**src/rtl/axi_burst_expander_pkg.sv**
```systemverilog
`default_nettype none
// ============================================================================
// Module      : axi_burst_expander_pkg
// Description : Shared burst-type and FSM encodings plus request legality check
// Revision    : 1.0 - initial release
// ============================================================================
package axi_burst_expander_pkg;

    localparam logic [1:0] c_BURST_FIXED = 2'd0;
    localparam logic [1:0] c_BURST_INCR  = 2'd1;
    localparam logic [1:0] c_BURST_WRAP  = 2'd2;

    localparam logic [0:0] c_ST_IDLE  = 1'b0;
    localparam logic [0:0] c_ST_BURST = 1'b1;

    // Reserved burst type, non power-of-two WRAP length or oversize beat.
    function automatic logic f_req_illegal(
        input logic [1:0] burst,
        input logic [7:0] len,
        input logic [2:0] size,
        input logic [2:0] max_size
    );
        logic w_wrap_len_ok;
        w_wrap_len_ok = (len == 8'd1) || (len == 8'd3) || (len == 8'd7) || (len == 8'd15);
        return (burst == 2'd3) ||
               ((burst == c_BURST_WRAP) && !w_wrap_len_ok) ||
               (size > max_size);
    endfunction

endpackage
`default_nettype wire

```
**src/rtl/axi_burst_expander_if.sv**
```systemverilog
`default_nettype none
// ============================================================================
// Module      : axi_burst_expander_if
// Description : Request channel and beat stream of the burst expander
// Revision    : 1.0 - initial release
// ============================================================================
interface axi_burst_expander_if #(
    parameter int ADDR_WIDTH = 32,
    parameter int ID_WIDTH   = 8
);
    logic [ID_WIDTH-1:0]   axid;
    logic [ADDR_WIDTH-1:0] axaddr;
    logic [7:0]            axlen;
    logic [2:0]            axsize;
    logic [1:0]            axburst;
    logic                  axvalid;
    logic                  axready;

    logic [ID_WIDTH-1:0]   beatId;
    logic [ADDR_WIDTH-1:0] beatAddr;
    logic                  beatLast;
    logic                  beatValid;
    logic                  beatReady;

    modport master (
        output axid, axaddr, axlen, axsize, axburst, axvalid, beatReady,
        input  axready, beatId, beatAddr, beatLast, beatValid
    );

    modport slave (
        input  axid, axaddr, axlen, axsize, axburst, axvalid, beatReady,
        output axready, beatId, beatAddr, beatLast, beatValid
    );
endinterface
`default_nettype wire

```
**src/rtl/axi_beat_addr_calc.sv**
```systemverilog
`default_nettype none
// ============================================================================
// Module      : axi_beat_addr_calc
// Description : Combinational next-beat address for FIXED / INCR / WRAP bursts
// Revision    : 1.0 - initial release
// ============================================================================
module axi_beat_addr_calc
    import axi_burst_expander_pkg::*;
#(
    parameter int ADDR_WIDTH = 32
) (
    input  wire logic [ADDR_WIDTH-1:0] addr,
    input  wire logic [2:0]            size,
    input  wire logic [7:0]            len,
    input  wire logic [1:0]            burst,
    output logic      [ADDR_WIDTH-1:0] next_addr
);

    logic [ADDR_WIDTH-1:0] w_step;
    logic [ADDR_WIDTH-1:0] w_len_p1;
    logic [ADDR_WIDTH-1:0] w_wrap_bytes;
    logic [ADDR_WIDTH-1:0] w_lower;
    logic [ADDR_WIDTH-1:0] w_inc;
    logic [ADDR_WIDTH-1:0] w_incr_next;

    assign w_step       = {{(ADDR_WIDTH-1){1'b0}}, 1'b1} << size;
    assign w_len_p1     = ADDR_WIDTH'(len) + {{(ADDR_WIDTH-1){1'b0}}, 1'b1};
    assign w_wrap_bytes = w_step * w_len_p1;
    assign w_lower      = addr & ~(w_wrap_bytes - {{(ADDR_WIDTH-1){1'b0}}, 1'b1});
    assign w_inc        = addr + w_step;
    // INCR realigns after an unaligned first beat.
    assign w_incr_next  = (addr & ~(w_step - {{(ADDR_WIDTH-1){1'b0}}, 1'b1})) + w_step;

    always_comb begin
        next_addr = w_incr_next;
        case (burst)
            c_BURST_FIXED: next_addr = addr;
            c_BURST_WRAP:  next_addr = (w_inc == (w_lower + w_wrap_bytes)) ? w_lower : w_inc;
            default:       next_addr = w_incr_next;
        endcase
    end

endmodule
`default_nettype wire

```
**src/rtl/axi_burst_expander.sv**
```systemverilog
`default_nettype none
// ============================================================================
// Module      : axi_burst_expander
// Description : Expands AXI-style burst requests into a per-beat address stream
// Revision    : 1.0 - initial release
// ============================================================================
module axi_burst_expander
    import axi_burst_expander_pkg::*;
#(
    parameter int ADDR_WIDTH      = 32,
    parameter int ID_WIDTH        = 8,
    parameter int DATA_BYTES_LOG2 = 3
) (
    input  wire logic             aclk,
    input  wire logic             resetn,
    axi_burst_expander_if.slave   bus,
    output logic                  busy,
    output logic                  protocolError
);

    localparam logic [2:0] c_MAX_SIZE = 3'(DATA_BYTES_LOG2);

    logic                  r_pend_valid;
    logic [ID_WIDTH-1:0]   r_pend_id;
    logic [ADDR_WIDTH-1:0] r_pend_addr;
    logic [7:0]            r_pend_len;
    logic [2:0]            r_pend_size;
    logic [1:0]            r_pend_burst;

    logic [0:0]            r_state;
    logic [ID_WIDTH-1:0]   r_cur_id;
    logic [ADDR_WIDTH-1:0] r_cur_addr;
    logic [7:0]            r_cur_len;
    logic [2:0]            r_cur_size;
    logic [1:0]            r_cur_burst;
    logic [7:0]            r_cur_count;
    logic                  r_err;

    logic                  w_req_hs;
    logic                  w_req_illegal;
    logic                  w_beat_hs;
    logic                  w_at_last;
    logic                  w_last_hs;
    logic                  w_load;
    logic [ADDR_WIDTH-1:0] w_next_addr;

    assign w_req_hs      = bus.axvalid && !r_pend_valid;
    assign w_req_illegal = f_req_illegal(bus.axburst, bus.axlen, bus.axsize, c_MAX_SIZE);
    assign w_beat_hs     = (r_state == c_ST_BURST) && bus.beatReady;
    assign w_at_last     = (r_cur_count == r_cur_len);
    assign w_last_hs     = w_beat_hs && w_at_last;
    // Loading on the last-beat edge is what removes the bubble between bursts.
    assign w_load        = r_pend_valid && ((r_state == c_ST_IDLE) || w_last_hs);

    axi_beat_addr_calc #(
        .ADDR_WIDTH (ADDR_WIDTH)
    ) u_addr_calc (
        .addr      (r_cur_addr),
        .size      (r_cur_size),
        .len       (r_cur_len),
        .burst     (r_cur_burst),
        .next_addr (w_next_addr)
    );

    // Illegal requests are normalised here so the burst path only sees legal ones.
    always_ff @(posedge aclk or negedge resetn) begin
        if (!resetn) begin
            r_pend_valid <= 1'b0;
            r_pend_id    <= '0;
            r_pend_addr  <= '0;
            r_pend_len   <= '0;
            r_pend_size  <= '0;
            r_pend_burst <= '0;
        end else if (w_req_hs) begin
            r_pend_valid <= 1'b1;
            r_pend_id    <= bus.axid;
            r_pend_addr  <= bus.axaddr;
            r_pend_len   <= bus.axlen;
            r_pend_size  <= (bus.axsize > c_MAX_SIZE) ? c_MAX_SIZE : bus.axsize;
            r_pend_burst <= w_req_illegal ? c_BURST_INCR : bus.axburst;
        end else if (w_load) begin
            r_pend_valid <= 1'b0;
        end
    end

    always_ff @(posedge aclk or negedge resetn) begin
        if (!resetn) begin
            r_state     <= c_ST_IDLE;
            r_cur_id    <= '0;
            r_cur_addr  <= '0;
            r_cur_len   <= '0;
            r_cur_size  <= '0;
            r_cur_burst <= '0;
            r_cur_count <= '0;
        end else if (w_load) begin
            r_state     <= c_ST_BURST;
            r_cur_id    <= r_pend_id;
            r_cur_addr  <= r_pend_addr;
            r_cur_len   <= r_pend_len;
            r_cur_size  <= r_pend_size;
            r_cur_burst <= r_pend_burst;
            r_cur_count <= '0;
        end else if (w_last_hs) begin
            r_state     <= c_ST_IDLE;
        end else if (w_beat_hs) begin
            r_cur_addr  <= w_next_addr;
            r_cur_count <= r_cur_count + 8'd1;
        end
    end

    always_ff @(posedge aclk or negedge resetn) begin
        if (!resetn) begin
            r_err <= 1'b0;
        end else if (w_req_hs && w_req_illegal) begin
            r_err <= 1'b1;
        end
    end

    assign bus.axready    = !r_pend_valid;
    assign bus.beatValid  = (r_state == c_ST_BURST);
    assign bus.beatLast   = (r_state == c_ST_BURST) && w_at_last;
    assign bus.beatAddr   = r_cur_addr;
    assign bus.beatId     = r_cur_id;
    assign busy           = r_pend_valid || (r_state == c_ST_BURST);
    assign protocolError  = r_err;

endmodule
`default_nettype wire

```
**src/flat_wrapper.sv**
```systemverilog
// flat-port wrapper written by rule: the top's interface ports become plain ports
module axi_burst_expander_flat import axi_burst_expander_pkg::*;
#(
    parameter int ADDR_WIDTH      = 32,
    parameter int ID_WIDTH        = 8,
    parameter int DATA_BYTES_LOG2 = 3
)
  (aclk, resetn, busy, protocolError, bus_axid, bus_axaddr, bus_axlen, bus_axsize, bus_axburst, bus_axvalid, bus_beatReady, bus_axready, bus_beatId, bus_beatAddr, bus_beatLast, bus_beatValid);
  axi_burst_expander_if #(.ADDR_WIDTH(ADDR_WIDTH), .ID_WIDTH(ID_WIDTH)) bus_i ();
  input  wire logic aclk;
  input  wire logic resetn;
  output logic busy;
  output logic protocolError;
  input wire logic [$bits(bus_i.axid)-1:0] bus_axid;
  input wire logic [$bits(bus_i.axaddr)-1:0] bus_axaddr;
  input wire logic [$bits(bus_i.axlen)-1:0] bus_axlen;
  input wire logic [$bits(bus_i.axsize)-1:0] bus_axsize;
  input wire logic [$bits(bus_i.axburst)-1:0] bus_axburst;
  input wire logic [$bits(bus_i.axvalid)-1:0] bus_axvalid;
  input wire logic [$bits(bus_i.beatReady)-1:0] bus_beatReady;
  output wire logic [$bits(bus_i.axready)-1:0] bus_axready;
  output wire logic [$bits(bus_i.beatId)-1:0] bus_beatId;
  output wire logic [$bits(bus_i.beatAddr)-1:0] bus_beatAddr;
  output wire logic [$bits(bus_i.beatLast)-1:0] bus_beatLast;
  output wire logic [$bits(bus_i.beatValid)-1:0] bus_beatValid;
  assign bus_i.axid = bus_axid;
  assign bus_i.axaddr = bus_axaddr;
  assign bus_i.axlen = bus_axlen;
  assign bus_i.axsize = bus_axsize;
  assign bus_i.axburst = bus_axburst;
  assign bus_i.axvalid = bus_axvalid;
  assign bus_i.beatReady = bus_beatReady;
  assign bus_axready = bus_i.axready;
  assign bus_beatId = bus_i.beatId;
  assign bus_beatAddr = bus_i.beatAddr;
  assign bus_beatLast = bus_i.beatLast;
  assign bus_beatValid = bus_i.beatValid;
  axi_burst_expander #(.ADDR_WIDTH(ADDR_WIDTH), .ID_WIDTH(ID_WIDTH), .DATA_BYTES_LOG2(DATA_BYTES_LOG2)) u_core (.aclk(aclk), .resetn(resetn), .bus(bus_i), .busy(busy), .protocolError(protocolError));
endmodule
```
**config.mk**
```make
export PLATFORM = sky130hd
export DESIGN_NAME = axi_burst_expander_flat
export DESIGN_NICKNAME = d
export VERILOG_FILES = /design/src/rtl/axi_burst_expander_pkg.sv /design/src/rtl/axi_burst_expander_if.sv /design/src/rtl/axi_beat_addr_calc.sv /design/src/rtl/axi_burst_expander.sv /design/src/flat_wrapper.sv
export SDC_FILE = /design/constraint.sdc
export NUM_CORES = 1
export LEC_CHECK = 0
export BUFFER_PORTS_ARGS = -buffer_cell sky130_fd_sc_hd__buf_2
export CAP_MARGIN = 30
export CORE_MARGIN = 8
export CORE_UTILIZATION = 40
export DETAILED_ROUTE_END_ITERATION = 10
export GPL_TIMING_DRIVEN = 0
export PLACE_DENSITY = 0.66
export SKIP_CTS_REPAIR_TIMING = 1
export SLEW_MARGIN = 30
export SYNTH_ARGS = -nofsm -noshare
export SYNTH_HDL_FRONTEND = slang
export SYNTH_HIERARCHICAL = 1
export SYNTH_SLANG_ARGS = --single-unit
```
**constraint.sdc**
```tcl
create_clock -name aclk -period 20.9 [get_ports aclk]
set_input_delay 2.09 -clock aclk [delete_from_list [all_inputs] [get_ports aclk]]
set_output_delay 2.09 -clock aclk [all_outputs]
set_load 0.05 [all_outputs]
```
Word-level counts from Yosys, hierarchy flattened

Index checks and enable logic that the tools add are counted.

Bits in registers: 117
Output and inout bits: 45
Logic and storage cells: 76

Add/subtract/negate cells: 7
Multipliers: 1
Magnitude comparators: 1
Eq/ne operators: 11
Shifts and indexed selects: 1
Muxes and demuxes: 14
Bitwise logic cells: 5
Reduce and logical (&&, ||, !) cells: 22

Operators by type and width:

| operator                | count |
|---|---|
| $mux W32                | 4 |
| $add A32 B32 Y32        | 3 |
| $and A32 B32 Y32        | 2 |
| $not A32 Y32            | 2 |
| $pmux W32 S2            | 1 |
| $sub A32 B1 Y32 const B | 2 |
| $eq A32 B32 Y1          | 1 |
| $mul A32 B9 Y32         | 1 |
| $shl A1 B3 Y32 const A  | 1 |
| $mux W8                 | 3 |
| $add A8 B1 Y9 const B   | 1 |
| $add A8 B1 Y8 const B   | 1 |
| $eq A8 B1 Y1 const B    | 1 |
| $eq A8 B2 Y1 const B    | 1 |
| $eq A8 B3 Y1 const B    | 1 |
| $eq A8 B4 Y1 const B    | 1 |
| $eq A8 B8 Y1            | 1 |
| $logic_and A1 B1 Y1     | 7 |
| $logic_or A1 B1 Y1      | 7 |
| $eq A2 B2 Y1 const B    | 3 |
| $reduce_bool A2 Y1      | 3 |
| $mux W1                 | 4 |
| $gt A3 B2 Y1 const B    | 1 |
| $mux W3                 | 1 |
| other kinds (8)         | 9 |

Logic depth before layout (Yosys ltp)

Depth in word-level cells: 12
Gate-level depth with buffers: 43
Depth with buffers taken out: 37

Cells and area by module

The synthesis kept the hierarchy.

By module, submodules not included:

| module             | instances | cells each | area an instance (sq um) |
|---|---|---|---|
| axi_beat_addr_calc | 1         | 1210       | 8095.3 |
| axi_burst_expander | 1         | 563        | 5206.2 |

Worst setup path after synthesis

OpenSTA, ideal clock, no wires.

Path type: reg2reg
Start point: register u_core.r_cur_len[0]
End point: register u_core.r_cur_addr[11], in the netlist u_core/bus.beatAddr[11]
Library setup time: 101 ps
Arrival: 8975 ps
Data required time: 20799 ps
Slack: 11825 ps
Stages on the path, launching flop included: 41
Period minus slack after synthesis: 9075 ps
Cells stage by stage: dfrtp_1 -> clkbuf_1 -> and3_1 -> nand3_1 -> nor2_1 -> xor2_1 -> nand2_1 -> fa_1 -> fa_1 -> inv_1 -> fa_1 -> inv_1 -> fa_1 -> inv_1 -> ha_1 -> clkbuf_2 -> a21oi_1 -> o21a_1 -> (+5 left out) -> xnor2_1 -> and2_1 -> ha_1 -> a21oi_1 -> and2_1 -> o41a_1 -> a31o_2 -> o31ai_1 -> nand2_1 -> a211oi_1 -> o2111ai_1 -> nor4_4 -> buf_2 -> mux2i_1 -> o221ai_1 -> o31ai_1 -> nor3_1 -> nor4_1

Word-level cells in the longest chain between the ends: 12
Elaborated cells on any way between the ends: 20
Classes of those cells: add/sub: 3; mul: 1; eq/ne: 4; mux: 5; bitwise: 2; reduce/logical: 5

RTL lines:

| what                       | RTL line                  | text |
|---|---|---|
| from (decl)                | axi_burst_expander.sv:33  | `logic [7:0] r_cur_len;` |
| from (signal assigned)     | axi_burst_expander.sv:99  | `r_cur_len <= r_pend_len;` |
| $add A8 B1 Y9 *            | axi_beat_addr_calc.sv:27  | `assign w_len_p1 = ADDR_WIDTH'(len) + {{(ADDR_WIDTH-1){1'b0}}, 1'b1};` |
| $mul A32 B9 Y32 *          | axi_beat_addr_calc.sv:28  | `assign w_wrap_bytes = w_step * w_len_p1;` |
| $sub A32 B1 Y32            | axi_beat_addr_calc.sv:29  | `assign w_lower = addr & ~(w_wrap_bytes - {{(ADDR_WIDTH-1){1'b0}}, 1'b1});` |
| $not A32 Y32               | axi_beat_addr_calc.sv:29  |  |
| $and A32 B32 Y32           | axi_beat_addr_calc.sv:29  |  |
| $add A32 B32 Y32           | axi_beat_addr_calc.sv:38  | `c_BURST_WRAP: next_addr = (w_inc == (w_lower + w_wrap_bytes)) ? w_lower : w_inc;` |
| $eq A32 B32 Y1             | axi_beat_addr_calc.sv:38  |  |
| $mux W32 *                 | axi_beat_addr_calc.sv:38  |  |
| $pmux W32 S2 *             | axi_beat_addr_calc.sv:36  | `case (burst)` |
| net u_core.w_next_addr[11] | axi_burst_expander.sv:45  | `logic [ADDR_WIDTH-1:0] w_next_addr;` |
| $mux W32 *                 | axi_burst_expander.sv:105 | `end else if (w_beat_hs) begin` |
| $mux W32 *                 | axi_burst_expander.sv:103 | `end else if (w_last_hs) begin` |
| $mux W32 *                 | axi_burst_expander.sv:95  | `end else if (w_load) begin` |
| to (signal assigned)       | axi_burst_expander.sv:98  | `r_cur_addr <= r_pend_addr;` |
| to (signal assigned)       | axi_burst_expander.sv:106 | `r_cur_addr <= w_next_addr;` |
| to (decl)                  | axi_burst_expander.sv:32  | `logic [ADDR_WIDTH-1:0] r_cur_addr;` |

The timed path passes the listed nets; every way through them passes the cells marked *. The select of a mux whose other input is x is not followed.
A chain may end at the register's enable or synchronous reset.

Worst setup path in the final report

Start point: register u_core.r_cur_len[0]
End point: register u_core.r_cur_addr[27], in the netlist u_core/bus.beatAddr[27]

Same word-level chain as after synthesis.

==> out/qor.tcl <==
set qor(run_status) {completed}
set qor(synth-seq-cells) 117
set qor(clk_pin_slew_ns) 0.06
set qor(antennaDiodeCount) 0
set qor(min_to) {u_core/r_pend_id[3]$_DFFE_PN0P_}
set qor(critPathCaptureType) {flop}
set qor(whs_path_depth) 2
set qor(clk_latency_ns) 0.41
set qor(placed_cells) 2317
set qor(most_numerous_cell_on_the_critical_path) {fa_1}
set qor(actual_transition_at_the_worst_max_transition_pin_ns) 0.870
set qor(finalClockSkew_ns) 0.00861
set qor(max_stage_delay_ns) 0.75
set qor(ys_types) 95
set qor(synth_warnings) 6
set qor(area_of_the_mapped_netlist_um2) 13300
set qor(area_growth_syn_to_layout_pct) 12.8
set qor(number_of_ports_placed_on_the_die_boundary) 102
set qor(layout_worst_path_cycle_share_pct) 54.4
set qor(die_y_um) 198
set qor(timing.critical_path.max_delay_family) {adder cells}
set qor(r2r_slack_ns) 9.53
set qor(postSynth.topFlopCell) {dfrtp_1}
set qor(synthesis.instances) 1773
set qor(cpMaxStageDelayCell) {nor4_4}
set qor(holdCritPathClass) {reg2reg}
set qor(drt_first_pass_iters) 8
set qor(gr-total-overflow) 0
set qor(antenna_violating_nets_post_route) 0
set qor(final_slew_violations) 0
set qor(finish.net_count) 2056
set qor(dpl-instance-area_um2) 14400
set qor(fmax_mhz) 88.0
set qor(dp.final_hpwl_um) 35900
set qor(num-fill-cells) 3329
set qor(numClockSinks) 117
set qor(worst_case_reg_to_reg_path_depth) 36
set qor(routed-via-count) 13567
set qor(avgRoutedWirePerCell_um) 19.0
set qor(ir_drop_mv) 0.0938
set qor(grt_start_max_net_pins) 66
set qor(reg2reg_to) {u_core/bus.beatAddr[27]$_DFFE_PN0P_}
set qor(finalNonFillerCells) 2349
set qor(synth_compound_area_share_pct) 16.5
set qor(detailed_route_iter0_violations) 1053
set qor(timing.critical_path.fanout_max) 10
set qor(setup-violations-final) 0
set qor(globalplace.congestion) 0.994
set qor(clock_tree.buffer_depth) 2
set qor(maxCapViolCount) 0
set qor(route.detailed.drc) 0
set qor(timing.max_slew.rel_slack_pct) 41.6
set qor(power.leakage_nw) 6.69
set qor(design_area_um2) 15000
set qor(numPortBuffers) 101
set qor(start_util_pct) 40.8
set qor(layout-drive-gt1-share_pct) 12.5
set qor(critical_path.reg2reg.startpoint) {u_core/r_cur_len[0]$_DFFE_PN0N_}
set qor(largest_family_of_logic_cells_by_synthesized_area) {simple AND/OR/NAND/NOR gates}
set qor(critPathLaunchType) {flop}
set qor(cts-htree-levels) 4
set qor(grt_util_all_layers_pct) 22.5
set qor(crit_arrival_ns) 11.68
set qor(tritoncts_clock_tree) {built}
set qor(vias_per_cell) 5.78
set qor(synthXorXnorAreaFrac_pct) 6.97
set qor(rsz0062_at_grt) {no}
set qor(sequential_element_share_of_the_synthesized_area_pct) 22.0
set qor(crit_path_category) {reg2reg}
set qor(clock_root_buffer_master) {clkbuf_16}
set qor(finalSetupTns_ns) 0
set qor(worstPathRequired_ns) 21.21
set qor(fraction_of_synthesized_area_in_multiplexers_pct) 4.04
set qor(powerDensity_nw_per_um2) 179
set qor(wirelength_um) 44700
set qor(worstPathBufferInverterCount) 5
set qor(synthesis.nets) 1935
set qor(synth_edf_count) 0
set qor(synth_area_in_adders_pct) 12.4
set qor(timing.final.hold_violations) 0
set qor(rows) 66
set qor(grt_first_pass_wirelength_um) 71400
set qor(total_die_area_um2) 39300
set qor(synth_simple_gate_area_share_pct) 31.8
set qor(first_global_vias) 13324
set qor(min-delay-start) {u_core/r_pend_id[3]$_DFFE_PN0P_}
set qor(postSynthAreaPerCell_um2) 7.50
set qor(timing.final.crit_period_ns) 11.37
set qor(die_x_um) 198
set qor(design.core.area_um2) 32600
set qor(postSynth.asyncResetShare_pct) 100
set qor(initial_antenna_violation_count) 0
set qor(cts-buffers-inserted) 17
[cells in the final DEF, fill, tap and decap left out, types with 19 or more instances in the layout]
cell and instances:
a21oi_1 76, and2_1 20, and3_1 23, buf_2 122
clkbuf_1 70, dfrtp_1 117, fa_1 44, ha_1 61
inv_1 90, mux2i_1 20, nand2_1 287, nand2b_1 24
nand3_1 61, nand4_1 19, nor2_1 221, nor3_1 93
nor4_1 48, o21ai_0 57, xnor2_1 77, xor2_1 27
[logic make-up after synthesis]
group | after synthesis
and+or+nand+nor | 884
AOI/OAI and AO/OA | 317
buffers and inverters | 200
DFF | 117
adders and majority gates | 106
xor gates and xnor gates | 105
muxes | 44
[metrics by stage]
stage	hold WS, ns	utilization, %	total power, mW	setup slack [ns]
floorplan	0.442	-	1.86	11.82
global placement	0.456	44.0	2.33	9.68
detailed placement	0.459	44.2	2.35	9.68
CTS	0.473	46.0	2.66	9.65
global route	0.487	46.0	2.89	8.83
finish	0.469	46.0	2.69	9.53
[synth_stat cells (all sizes together) (5+ instances only)]
library cell | instances | area [um^2]
o21bai | 6 | 45.0
a32oi | 13 | 114
or4 | 7 | 52.6
a21oi | 77 | 389
o311ai | 5 | 43.8
o211ai | 13 | 97.6
o32ai | 6 | 52.6
nor2 | 222 | 836
nand2 | 287 | 1080
ha | 61 | 763
fa | 44 | 881
nor3 | 97 | 507
nand2b | 24 | 150
o21a | 5 | 37.5
clkbuf | 71 | 268
o31ai | 7 | 71.3
nor2b | 12 | 75.1
a22oi | 7 | 52.6
and3 | 23 | 144
buf | 35 | 208
a31o | 5 | 43.8
xnor2 | 78 | 691
xor2 | 27 | 236
a221oi | 6 | 58.8
dfrtp | 117 | 2930
nand3 | 61 | 305
nor4 | 53 | 389
a21o | 13 | 97.6
a211oi | 19 | 155
and4 | 9 | 78.8
nand3b | 9 | 67.6
mux2i | 20 | 200
or2 | 15 | 96.3
nand4 | 20 | 131
or3 | 6 | 37.5
a31oi | 17 | 106
inv | 92 | 345
o21ai | 60 | 300
mux2 | 24 | 338
a211o | 6 | 52.6
and2 | 22 | 138
[flip-flops by register name, indices dropped and copies added (netlist names), 2 cells and up]
name / count
u_core/r_cur_burst: 2
u_core/r_pend_burst: 2
u_core/r_cur_size: 3
u_core/r_cur_count: 8
u_core/r_pend_len: 8
u_core/r_pend_addr: 32
u_core/r_pend_size: 3
u_core/r_cur_len: 8
u_core/r_pend_id: 8
u_core/bus.beatId: 8
u_core/bus.beatAddr: 32
[cell type report]
| type | instances | area, um^2 | area share [%] |
|---|---|---|---|
| Buffer | 106 | 475 | 3.17 |
| Clock buffer | 18 | 439 | 2.93 |
| Clock inverter | 14 | 153 | 1.02 |
| Inverter | 94 | 353 | 2.35 |
| Multi-Input combinational cell | 1456 | 9560 | 63.7 |
| Sequential cell | 117 | 2930 | 19.5 |
| Tap cell | 442 | 553 | 3.69 |
| Timing Repair Buffer | 102 | 543 | 3.62 |
[worst reg2reg max path, delay by kind of cell (launching register included)]
family                   cells  cell delay (ns)
AO/OA/AOI/OAI                9             2.51
buffers and inverters        5             1.23
AND/OR/NAND/NOR             12             2.71
flip-flops                   1             0.51
XOR/XNOR                     3             1.27
adder cells (fa/ha/maj)      6             2.75
multiplexers                 1             0.32
[layer usage]
metal,GRT usage (%),part of all wire (%),wire length [um]
met5,0,0,0
met4,7.58,2.6,1180
met3,3.21,6.7,2990
met2,37.1,46,20500
met1,29.9,45,20000
[how the worst max path moves through the flow]
| stage | slack [ns] | cells past startpoint | end | from |
|---|---|---|---|---|
| floorplan | 11.82 | 40 | u_core/bus.beatAddr[11]$_DFFE_PN0P_ | u_core/r_cur_len[0]$_DFFE_PN0N_ |
| global placement | 9.68 | 38 | u_core/bus.beatAddr[27]$_DFFE_PN0P_ | u_core/r_cur_size[0]$_DFFE_PN0N_ |
| detailed placement | 9.68 | 36 | u_core/bus.beatAddr[27]$_DFFE_PN0P_ | u_core/r_cur_len[0]$_DFFE_PN0N_ |
| CTS | 9.65 | 36 | u_core/bus.beatAddr[27]$_DFFE_PN0P_ | u_core/r_cur_len[0]$_DFFE_PN0N_ |
| global route | 8.83 | 36 | u_core/bus.beatAddr[27]$_DFFE_PN0P_ | u_core/r_cur_size[0]$_DFFE_PN0N_ |
| finish | 9.53 | 36 | u_core/bus.beatAddr[27]$_DFFE_PN0P_ | u_core/r_cur_len[0]$_DFFE_PN0N_ |
[where the power goes]
part / leakage [nW] / internal [mW] / switching [mW] / total, mW
registers: 1.39 / 0.325 / 0.127 / 0.452
logic: 5.03 / 0.699 / 1.25 / 1.95
clock network: 0.279 / 0.179 / 0.108 / 0.287
Power figures use the tool's default switching activity.
